### config.mk
export PLATFORM = sky130hd
export DESIGN_NAME = wb2axi_master
export DESIGN_NICKNAME = d
export VERILOG_FILES = /design/src/rtl/wb2axi_master.sv
export SDC_FILE = /design/constraint.sdc
export NUM_CORES = 1
export LEC_CHECK = 0
export BUFFER_PORTS_ARGS = -buffer_cell sky130_fd_sc_hd__buf_2
export CAP_MARGIN = 0
export CORE_AREA = 4 4 114 116
export DETAILED_ROUTE_END_ITERATION = 10
export DIE_AREA = 0 0 118 120
export PLACE_DENSITY = 0.75
export RECOVER_POWER = 25
export SETUP_SLACK_MARGIN = 0.3
export SYNTH_ARGS = -nofsm -noshare
export SYNTH_HDL_FRONTEND = slang
export SYNTH_SLANG_ARGS = --single-unit
export TNS_END_PERCENT = 50
### constraint.sdc
create_clock -name clk -period 4.32 [get_ports clk]
set_input_delay 0.648 -clock clk [delete_from_list [all_inputs] [get_ports clk]]
set_output_delay 0.648 -clock clk [all_outputs]
set_load 0.02 [all_outputs]
### src/rtl/wb2axi_master.sv
// wb2axi_master: Wishbone classic slave to AXI4 master bridge.
// Each Wishbone cycle becomes exactly one single-beat AXI transaction, with
// only one transaction outstanding at any time.
// Optional feature macro: WB2AXI_TIMEOUT_EN adds a response watchdog and a
// sink for late B/R beats that arrive after a timeout.
//
// Valid/ready rule on every AXI channel: a transfer happens on a rising edge
// where valid and ready are both high; the source keeps valid and its payload
// stable until that edge and drops valid in the following cycle.
module wb2axi_master #(
   parameter int WB_AD_WIDTH    = 32,
   parameter int WB_DAT_WIDTH   = 32,
   parameter int AXI_ID_WIDTH   = 4,
   parameter int AXI_ID         = 0,
   parameter int TIMEOUT_CYCLES = 255
) (
   input  logic                      clk,
   input  logic                      rst,
   // Wishbone classic slave
   input  logic                      wbs_cyc_i,
   input  logic                      wbs_stb_i,
   input  logic                      wbs_we_i,
   input  logic [WB_AD_WIDTH-1:0]    wbs_addr_i,
   input  logic [WB_DAT_WIDTH-1:0]   wbs_wdata_i,
   input  logic [WB_DAT_WIDTH/8-1:0] wbs_sel_i,
   output logic [WB_DAT_WIDTH-1:0]   wbs_rdata_o,
   output logic                      wbs_ack_o,
   output logic                      wbs_err_o,
   // AXI write address
   output logic                      m_aw_valid,
   input  logic                      m_aw_ready,
   output logic [WB_AD_WIDTH-1:0]    m_aw_addr,
   output logic [AXI_ID_WIDTH-1:0]   m_aw_id,
   output logic [7:0]                m_aw_len,
   output logic [2:0]                m_aw_size,
   output logic [1:0]                m_aw_burst,
   // AXI read address
   output logic                      m_ar_valid,
   input  logic                      m_ar_ready,
   output logic [WB_AD_WIDTH-1:0]    m_ar_addr,
   output logic [AXI_ID_WIDTH-1:0]   m_ar_id,
   output logic [7:0]                m_ar_len,
   output logic [2:0]                m_ar_size,
   output logic [1:0]                m_ar_burst,
   // AXI write data
   output logic                      m_w_valid,
   input  logic                      m_w_ready,
   output logic [WB_DAT_WIDTH-1:0]   m_w_data,
   output logic [WB_DAT_WIDTH/8-1:0] m_w_strb,
   output logic                      m_w_last,
   // AXI write response
   input  logic                      m_b_valid,
   output logic                      m_b_ready,
   input  logic [1:0]                m_b_resp,
   input  logic [AXI_ID_WIDTH-1:0]   m_b_id,
   // AXI read data
   input  logic                      m_r_valid,
   output logic                      m_r_ready,
   input  logic [WB_DAT_WIDTH-1:0]   m_r_data,
   input  logic [1:0]                m_r_resp,
   input  logic                      m_r_last,
   input  logic [AXI_ID_WIDTH-1:0]   m_r_id,
   // Current FSM state, for observation only
   output logic [2:0]                dbg_state_o
);

   localparam int SEL_W = WB_DAT_WIDTH / 8;

   localparam logic [2:0] S_IDLE   = 3'd0;
   localparam logic [2:0] S_WR_REQ = 3'd1;
   localparam logic [2:0] S_WAIT_B = 3'd2;
   localparam logic [2:0] S_RD_REQ = 3'd3;
   localparam logic [2:0] S_WAIT_R = 3'd4;
   localparam logic [2:0] S_RESP   = 3'd5;

   localparam logic [2:0] AXI_SIZE  = 3'($clog2(SEL_W));
   localparam logic [1:0] AXI_INCR  = 2'b01;

   logic [2:0]              state_q, state_d;
   logic                    aw_done_q, aw_done_d;
   logic                    w_done_q, w_done_d;
   logic [WB_AD_WIDTH-1:0]  addr_q, addr_d;
   logic [WB_DAT_WIDTH-1:0] wdata_q, wdata_d;
   logic [SEL_W-1:0]        sel_q, sel_d;
   logic                    err_q, err_d;
   logic [WB_DAT_WIDTH-1:0] rdata_q, rdata_d;

   logic aw_hs, w_hs, ar_hs;
   logic timeout_hit;   // watchdog expired this cycle while waiting for B/R
   logic stale;         // a timed-out response is still owed by the target

   // Channel outputs decoded from the registered state
   always_comb begin
      m_aw_valid = (state_q == S_WR_REQ) & ~aw_done_q;
      m_w_valid  = (state_q == S_WR_REQ) & ~w_done_q;
      m_ar_valid = (state_q == S_RD_REQ);
      m_b_ready  = (state_q == S_WAIT_B) | ((state_q == S_IDLE) & stale);
      m_r_ready  = (state_q == S_WAIT_R) | ((state_q == S_IDLE) & stale);
      wbs_ack_o  = (state_q == S_RESP) & wbs_cyc_i & ~err_q;
      wbs_err_o  = (state_q == S_RESP) & wbs_cyc_i & err_q;
   end

   assign aw_hs = m_aw_valid & m_aw_ready;
   assign w_hs  = m_w_valid & m_w_ready;
   assign ar_hs = m_ar_valid & m_ar_ready;

   assign m_aw_addr   = addr_q;
   assign m_ar_addr   = addr_q;
   assign m_aw_id     = AXI_ID_WIDTH'(AXI_ID);
   assign m_ar_id     = AXI_ID_WIDTH'(AXI_ID);
   assign m_aw_len    = 8'd0;
   assign m_ar_len    = 8'd0;
   assign m_aw_size   = AXI_SIZE;
   assign m_ar_size   = AXI_SIZE;
   assign m_aw_burst  = AXI_INCR;
   assign m_ar_burst  = AXI_INCR;
   assign m_w_data    = wdata_q;
   assign m_w_strb    = sel_q;
   assign m_w_last    = 1'b1;
   assign wbs_rdata_o = rdata_q;
   assign dbg_state_o = state_q;

   // Response IDs, RLAST and the low response bit carry no information here
   logic unused_sigs;
   assign unused_sigs = ^{m_b_id, m_r_id, m_r_last, m_b_resp[0], m_r_resp[0]};

   // Next-state and datapath capture for the bridge FSM
   always_comb begin
      state_d   = state_q;
      aw_done_d = aw_done_q;
      w_done_d  = w_done_q;
      addr_d    = addr_q;
      wdata_d   = wdata_q;
      sel_d     = sel_q;
      err_d     = err_q;
      rdata_d   = rdata_q;
      case (state_q)
         S_IDLE: begin
            // Never start while a timed-out response is still to be sunk
            if (wbs_cyc_i & wbs_stb_i & ~stale) begin
               addr_d    = wbs_addr_i;
               wdata_d   = wbs_wdata_i;
               sel_d     = wbs_sel_i;
               err_d     = 1'b0;
               aw_done_d = 1'b0;
               w_done_d  = 1'b0;
               state_d   = wbs_we_i ? S_WR_REQ : S_RD_REQ;
            end
         end
         S_WR_REQ: begin
            if (aw_hs) aw_done_d = 1'b1;
            if (w_hs)  w_done_d  = 1'b1;
            if ((aw_done_q | aw_hs) & (w_done_q | w_hs)) state_d = S_WAIT_B;
         end
         S_WAIT_B: begin
            if (m_b_valid) begin
               err_d   = m_b_resp[1];
               state_d = S_RESP;
            end else if (timeout_hit) begin
               err_d   = 1'b1;
               state_d = S_RESP;
            end
         end
         S_RD_REQ: begin
            if (ar_hs) state_d = S_WAIT_R;
         end
         S_WAIT_R: begin
            if (m_r_valid) begin
               rdata_d = m_r_data;
               err_d   = m_r_resp[1];
               state_d = S_RESP;
            end else if (timeout_hit) begin
               err_d   = 1'b1;
               state_d = S_RESP;
            end
         end
         S_RESP:  state_d = S_IDLE;
         default: state_d = S_IDLE;
      endcase
   end

   // Bridge state registers
   always_ff @(posedge clk) begin
      if (rst) begin
         state_q   <= S_IDLE;
         aw_done_q <= 1'b0;
         w_done_q  <= 1'b0;
         addr_q    <= '0;
         wdata_q   <= '0;
         sel_q     <= '0;
         err_q     <= 1'b0;
         rdata_q   <= '0;
      end else begin
         state_q   <= state_d;
         aw_done_q <= aw_done_d;
         w_done_q  <= w_done_d;
         addr_q    <= addr_d;
         wdata_q   <= wdata_d;
         sel_q     <= sel_d;
         err_q     <= err_d;
         rdata_q   <= rdata_d;
      end
   end

`ifdef WB2AXI_TIMEOUT_EN
   localparam int TO_RAW_W = $clog2(TIMEOUT_CYCLES + 1);
   localparam int TO_W     = (TO_RAW_W < 8) ? 8 : ((TO_RAW_W > 16) ? 16 : TO_RAW_W);
   localparam logic [TO_W-1:0] TO_LAST = TO_W'(TIMEOUT_CYCLES - 1);

   logic [TO_W-1:0] cnt_q, cnt_d;
   logic            stale_q, stale_d;
   logic            waiting;
   logic            resp_in_wait;

   assign waiting      = (state_q == S_WAIT_B) | (state_q == S_WAIT_R);
   assign resp_in_wait = ((state_q == S_WAIT_B) & m_b_valid) |
                         ((state_q == S_WAIT_R) & m_r_valid);
   // The counter holds 0 outside the wait states, so it starts from 0 on entry
   // and fires on the TIMEOUT_CYCLES-th cycle spent waiting.
   assign timeout_hit  = waiting & (cnt_q == TO_LAST);
   assign stale        = stale_q;

   // Watchdog count and late-response bookkeeping
   always_comb begin
      cnt_d   = cnt_q;
      stale_d = stale_q;
      if (waiting) cnt_d = cnt_q + TO_W'(1);
      else         cnt_d = '0;
      if (timeout_hit & ~resp_in_wait) begin
         stale_d = 1'b1;
      end else if ((state_q == S_IDLE) & stale_q & (m_b_valid | m_r_valid)) begin
         // Only one transaction is ever owed, so the first beat is the late one
         stale_d = 1'b0;
      end
   end

   // Watchdog registers
   always_ff @(posedge clk) begin
      if (rst) begin
         cnt_q   <= '0;
         stale_q <= 1'b0;
      end else begin
         cnt_q   <= cnt_d;
         stale_q <= stale_d;
      end
   end
`else
   localparam int unused_timeout_cycles = TIMEOUT_CYCLES;
   assign timeout_hit = 1'b0;
   assign stale       = 1'b0;
`endif

endmodule

* Yosys cells after proc, flatten, opt, wreduce, memory -nomap -nowiden *
Cells that the tools add are included.

word-level totals
  bits in registers = 106
  bits of input ports = 123
  output and inout bits = 177
  logic and storage cells = 59

cells by class
  eq/ne operators = 12
  mux-type cells = 15
  bitwise operators = 15
  reduce and logical (&&, ||, !) cells = 9

operator list
  kind                  number
  $mux W3               5
  $pmux W3 S5           1
  $and A1 B1 Y1         10
  $ne A2 B2 Y1 const B  4
  $eq A3 B2 Y1 const B  2
  $eq A3 B3 Y1 const B  2
  $ne A2 B1 Y1 const B  3
  $reduce_and A3 Y1     2
  $mux W1               5
  $reduce_and A5 Y1     1
  $pmux W1 S2           2
  $reduce_and A2 Y1     2
  $reduce_and A4 Y1     1
  $eq A3 B1 Y1 const B  1
  $logic_not A3 Y1      1
  $not A1 Y1            3
  $pmux W1 S3           1
  $reduce_bool A3 Y1    1
  $mux W2               1
  $or A1 B1 Y1          2
  $reduce_bool A2 Y1    1

* Longest topological paths before layout *
  word-level depth = 7
  depth in mapped cells = 7
  mapped depth without buffers = 4

* Worst setup path after synthesis *
OpenSTA, ideal clock, no wires.

  path type = register -> output
  start = reg state_q[0], in the netlist dbg_state_o[0]
  end = out m_aw_valid
  arrival time = 1.396 ns
  required time = 3.672 ns
  slack = 2.276 ns
  cell stages (with the launch flop) = 5
  buffers on the path = 1
  cells stage by stage = dfxtp_1 -> buf_4 -> nand2b_1 -> or2_2 -> nor2_1

between the ends
  longest elaborated chain between the ends = 2

RTL lines
  what                    RTL line  text
  from (decl)             79        logic [2:0] state_q, state_d;
  from (signal assigned)  194       state_q <= state_d;
  $eq A3 B1 Y1            94        m_aw_valid = (state_q == S_WR_REQ) & ~aw_done_q;
  $and A1 B1 Y1           94
  to (decl)               30        output logic m_aw_valid,

Every way passes these cells.

* Final worst setup path *
Ends and elaborated chain as after synthesis.

==> out/metrics.cfg <==
[flow_run]
cap_viol_max_count=0

[route]
antenna_left=0
wl_met3_um=877
route.met2.wl_um=6110
drc=0
dr.max_layer_used=met4
vias=4046
dr.pass1.iters=4
met1Wirelength_um=4870
vias_per_cell=4.45
drt_wl_total_um=12000
dr.first_iter.drc_count=151
post_drt_wl_per_cell_um=13.3

[clock_network]
postCtsHoldBufs=0
h-tree-depth=3
cts_tree=yes
cts_resized=0
root_buffer=clkbuf_16
clkLatencyLatePin_ps=340
cts_buffer_depth=2
cts_sinks=106
postCtsSetupBuffers=0
cts_buffers=9
clk_pin_slew_ps=70

[logic_synthesis]
avgSynthCellArea_um2=7.89
seq_area_frac_synth=0.479
yosys.cell_types.count=32
synth_top_family_by_area=simple AND/OR/NAND/NOR gates
synth_adder_area_share=0
synth_top_area_frac=0.479
synth_compound_area_frac=0.138
yosysWarningCount=0
synth-seq-cells=106
synth.area.mux_share=0.00480
synth_xor_area_frac=0
synth.area.top_cells=dfxtp_1 48%, nand2_1 17%, buf_4 13%
syn_area_mm2=0.00443
synth_cells=561
synth_top_area_cell=dfxtp_1
synthSimpleGateAreaFrac=0.209

[pwr]
p_per_area_mw_per_mm2=435
p_leak_nw=2.47
ir_drop_mv=0.328

[setup_path]
cp.required_ps=3670
cp-end-kind=primary output
path_class=flop to primary output
worstPathMaxFanout=13
cp.arrival_ps=1790
regToRegSetupSlack_ps=2190
startpoint_type=flop

[global_routing]
grt_pass1_vias=3581
grt_util_all_layers=0.160
antenna_found_initial=0
grt_pass1_wl_um=18400
overflow=0
grt_max_degree=71

[placement]
io_buffers=253
place_hpwl_um=8850
globalplace.congestion=0.754
post_dp_cell_area_mm2=0.00531

[cells_and_area]
num-nets-final=882
ff_latch_area_mm2=0.00212
drive_above_1_share=0.285
area_delta_synth_final_pct=24.6
final_common_cell=nand2_1
final_cell_mix=206 x nand2_1, 191 x buf_2, 106 x dfxtp_1, 103 x a21oi_1, 61 x clkbuf_1
multi_input_area_mm2=0.00169
finalInstanceArea_mm2=0.00552
nFillCells=1271
final_util=0.463
diodes=0

[die]
fp.dieArea_mm2=0.0142
fp.dieW_um=118
top_level_ports=300
die_h_um=120
rows=40
coreArea_mm2=0.0119
start_util=0.372

[hold_path]
hold_class=flop to flop

[outcome]
outcome=completed

[sta]
finalClockSkew_ps=8.03
setup_viol=0
clock.fmax_ghz=0.410
slew_viol_final=0
tightest_slew_ps=1170
grt_setup_unrepaired=false
finalCriticalPeriod_ps=2440
relSlewSlack=0.219
hold_viol=0
finalCritPeriodShare=0.565
tns_ps=0

[synthesized netlist by cell type]
cell type,n
o22ai_1,1
nor2_1,6
and3_1,1
nor3_1,3
nand2b_1,3
dfxtp_1,106
a22oi_1,1
o22a_1,1
a31oi_1,1
a22oi_2,1
nand3_1,1
a41o_1,1
or4_1,1
buf_4,76
conb_1,2
buf_2,6
a211oi_1,2
a21oi_1,103
buf_6,6
o21ai_0,1
nand2_1,206
a221oi_2,1
nor2b_1,3
mux2i_1,1
or2_2,1
nor4_4,1
or3b_1,1
inv_1,3
mux2_2,1
nand3b_1,3
clkbuf_1,16
a221oi_1,1
[final timing paths]
check	startpoint	endpoint	cells after the start
worst min-delay path	wbs_rdata_o[28]	wbs_rdata_o[28]	2
worst max register to register	dbg_state_o[2]	wbs_rdata_o[7]	3
worst max-delay path	dbg_state_o[0]	m_aw_valid	4
worst min register to register	wbs_rdata_o[28]	wbs_rdata_o[28]	2
[worst max-delay path, stage by stage, from the launching register on]
cell and delay (ps):
dfxtp_1 650, nand2b_1 220, or2_2 330, nor2_1 90, buf_2 170
[cells by family after synthesis]
| kind of cell | count (synthesis) |
|---|---|
| AOI/OAI and AO/OA | 114 |
| muxes | 2 |
| DFF | 106 |
| buffers and inverters | 107 |
| other | 2 |
| and+or+nand+nor | 230 |
[area by class of cell]
class                      instances  share of cell area
sequential                       106               0.385
multi-input combinational        381               0.306
timing repair buffer             258               0.223
clock buffer                      12              0.0483
tap                              147              0.0333
clock inverter                     2             0.00227
inverter                           3             0.00204
[per-stage QoR]
| stage | hold WS [ps] | std cells | power, mW | setup WS (ps) |
|---|---|---|---|---|
| after floorplan | 453 | 594 | 1.55 | 2280 |
| after global placement | 439 | 895 | 1.67 | 2120 |
| after detailed placement | 443 | 895 | 1.68 | 2110 |
| after CTS | 452 | 909 | 2.45 | 1800 |
| after global routing | 467 | 909 | 2.53 | 1700 |
| final | 452 | 909 | 2.40 | 1880 |
[flip-flops by register name, summed over array words and instances, names as in the netlist]
name / cells
m_w_strb: 4
dbg_state_o: 3
m_w_data: 32
aw_done_q: 1
w_done_q: 1
wbs_rdata_o: 32
m_ar_addr: 32
err_q: 1
[layer usage]
| layer | GRT usage | vias to the layer above |
|---|---|---|
| met5 | 0 | - |
| met2 | 0.281 | 163 |
| li1 | - | 2085 |
| met4 | 0.0593 | 0 |
| met3 | 0.0518 | 14 |
| met1 | 0.183 | 1784 |
[power breakdown]
group / switching [mW] / total [mW] / internal (mW)
sequential: 0.0594 / 1.11 / 1.05
combinational: 0.358 / 0.529 / 0.171
clock: 0.333 / 0.763 / 0.431
total: 0.750 / 2.40 / 1.65
Note: power is estimated with default switching activity, not from simulation.
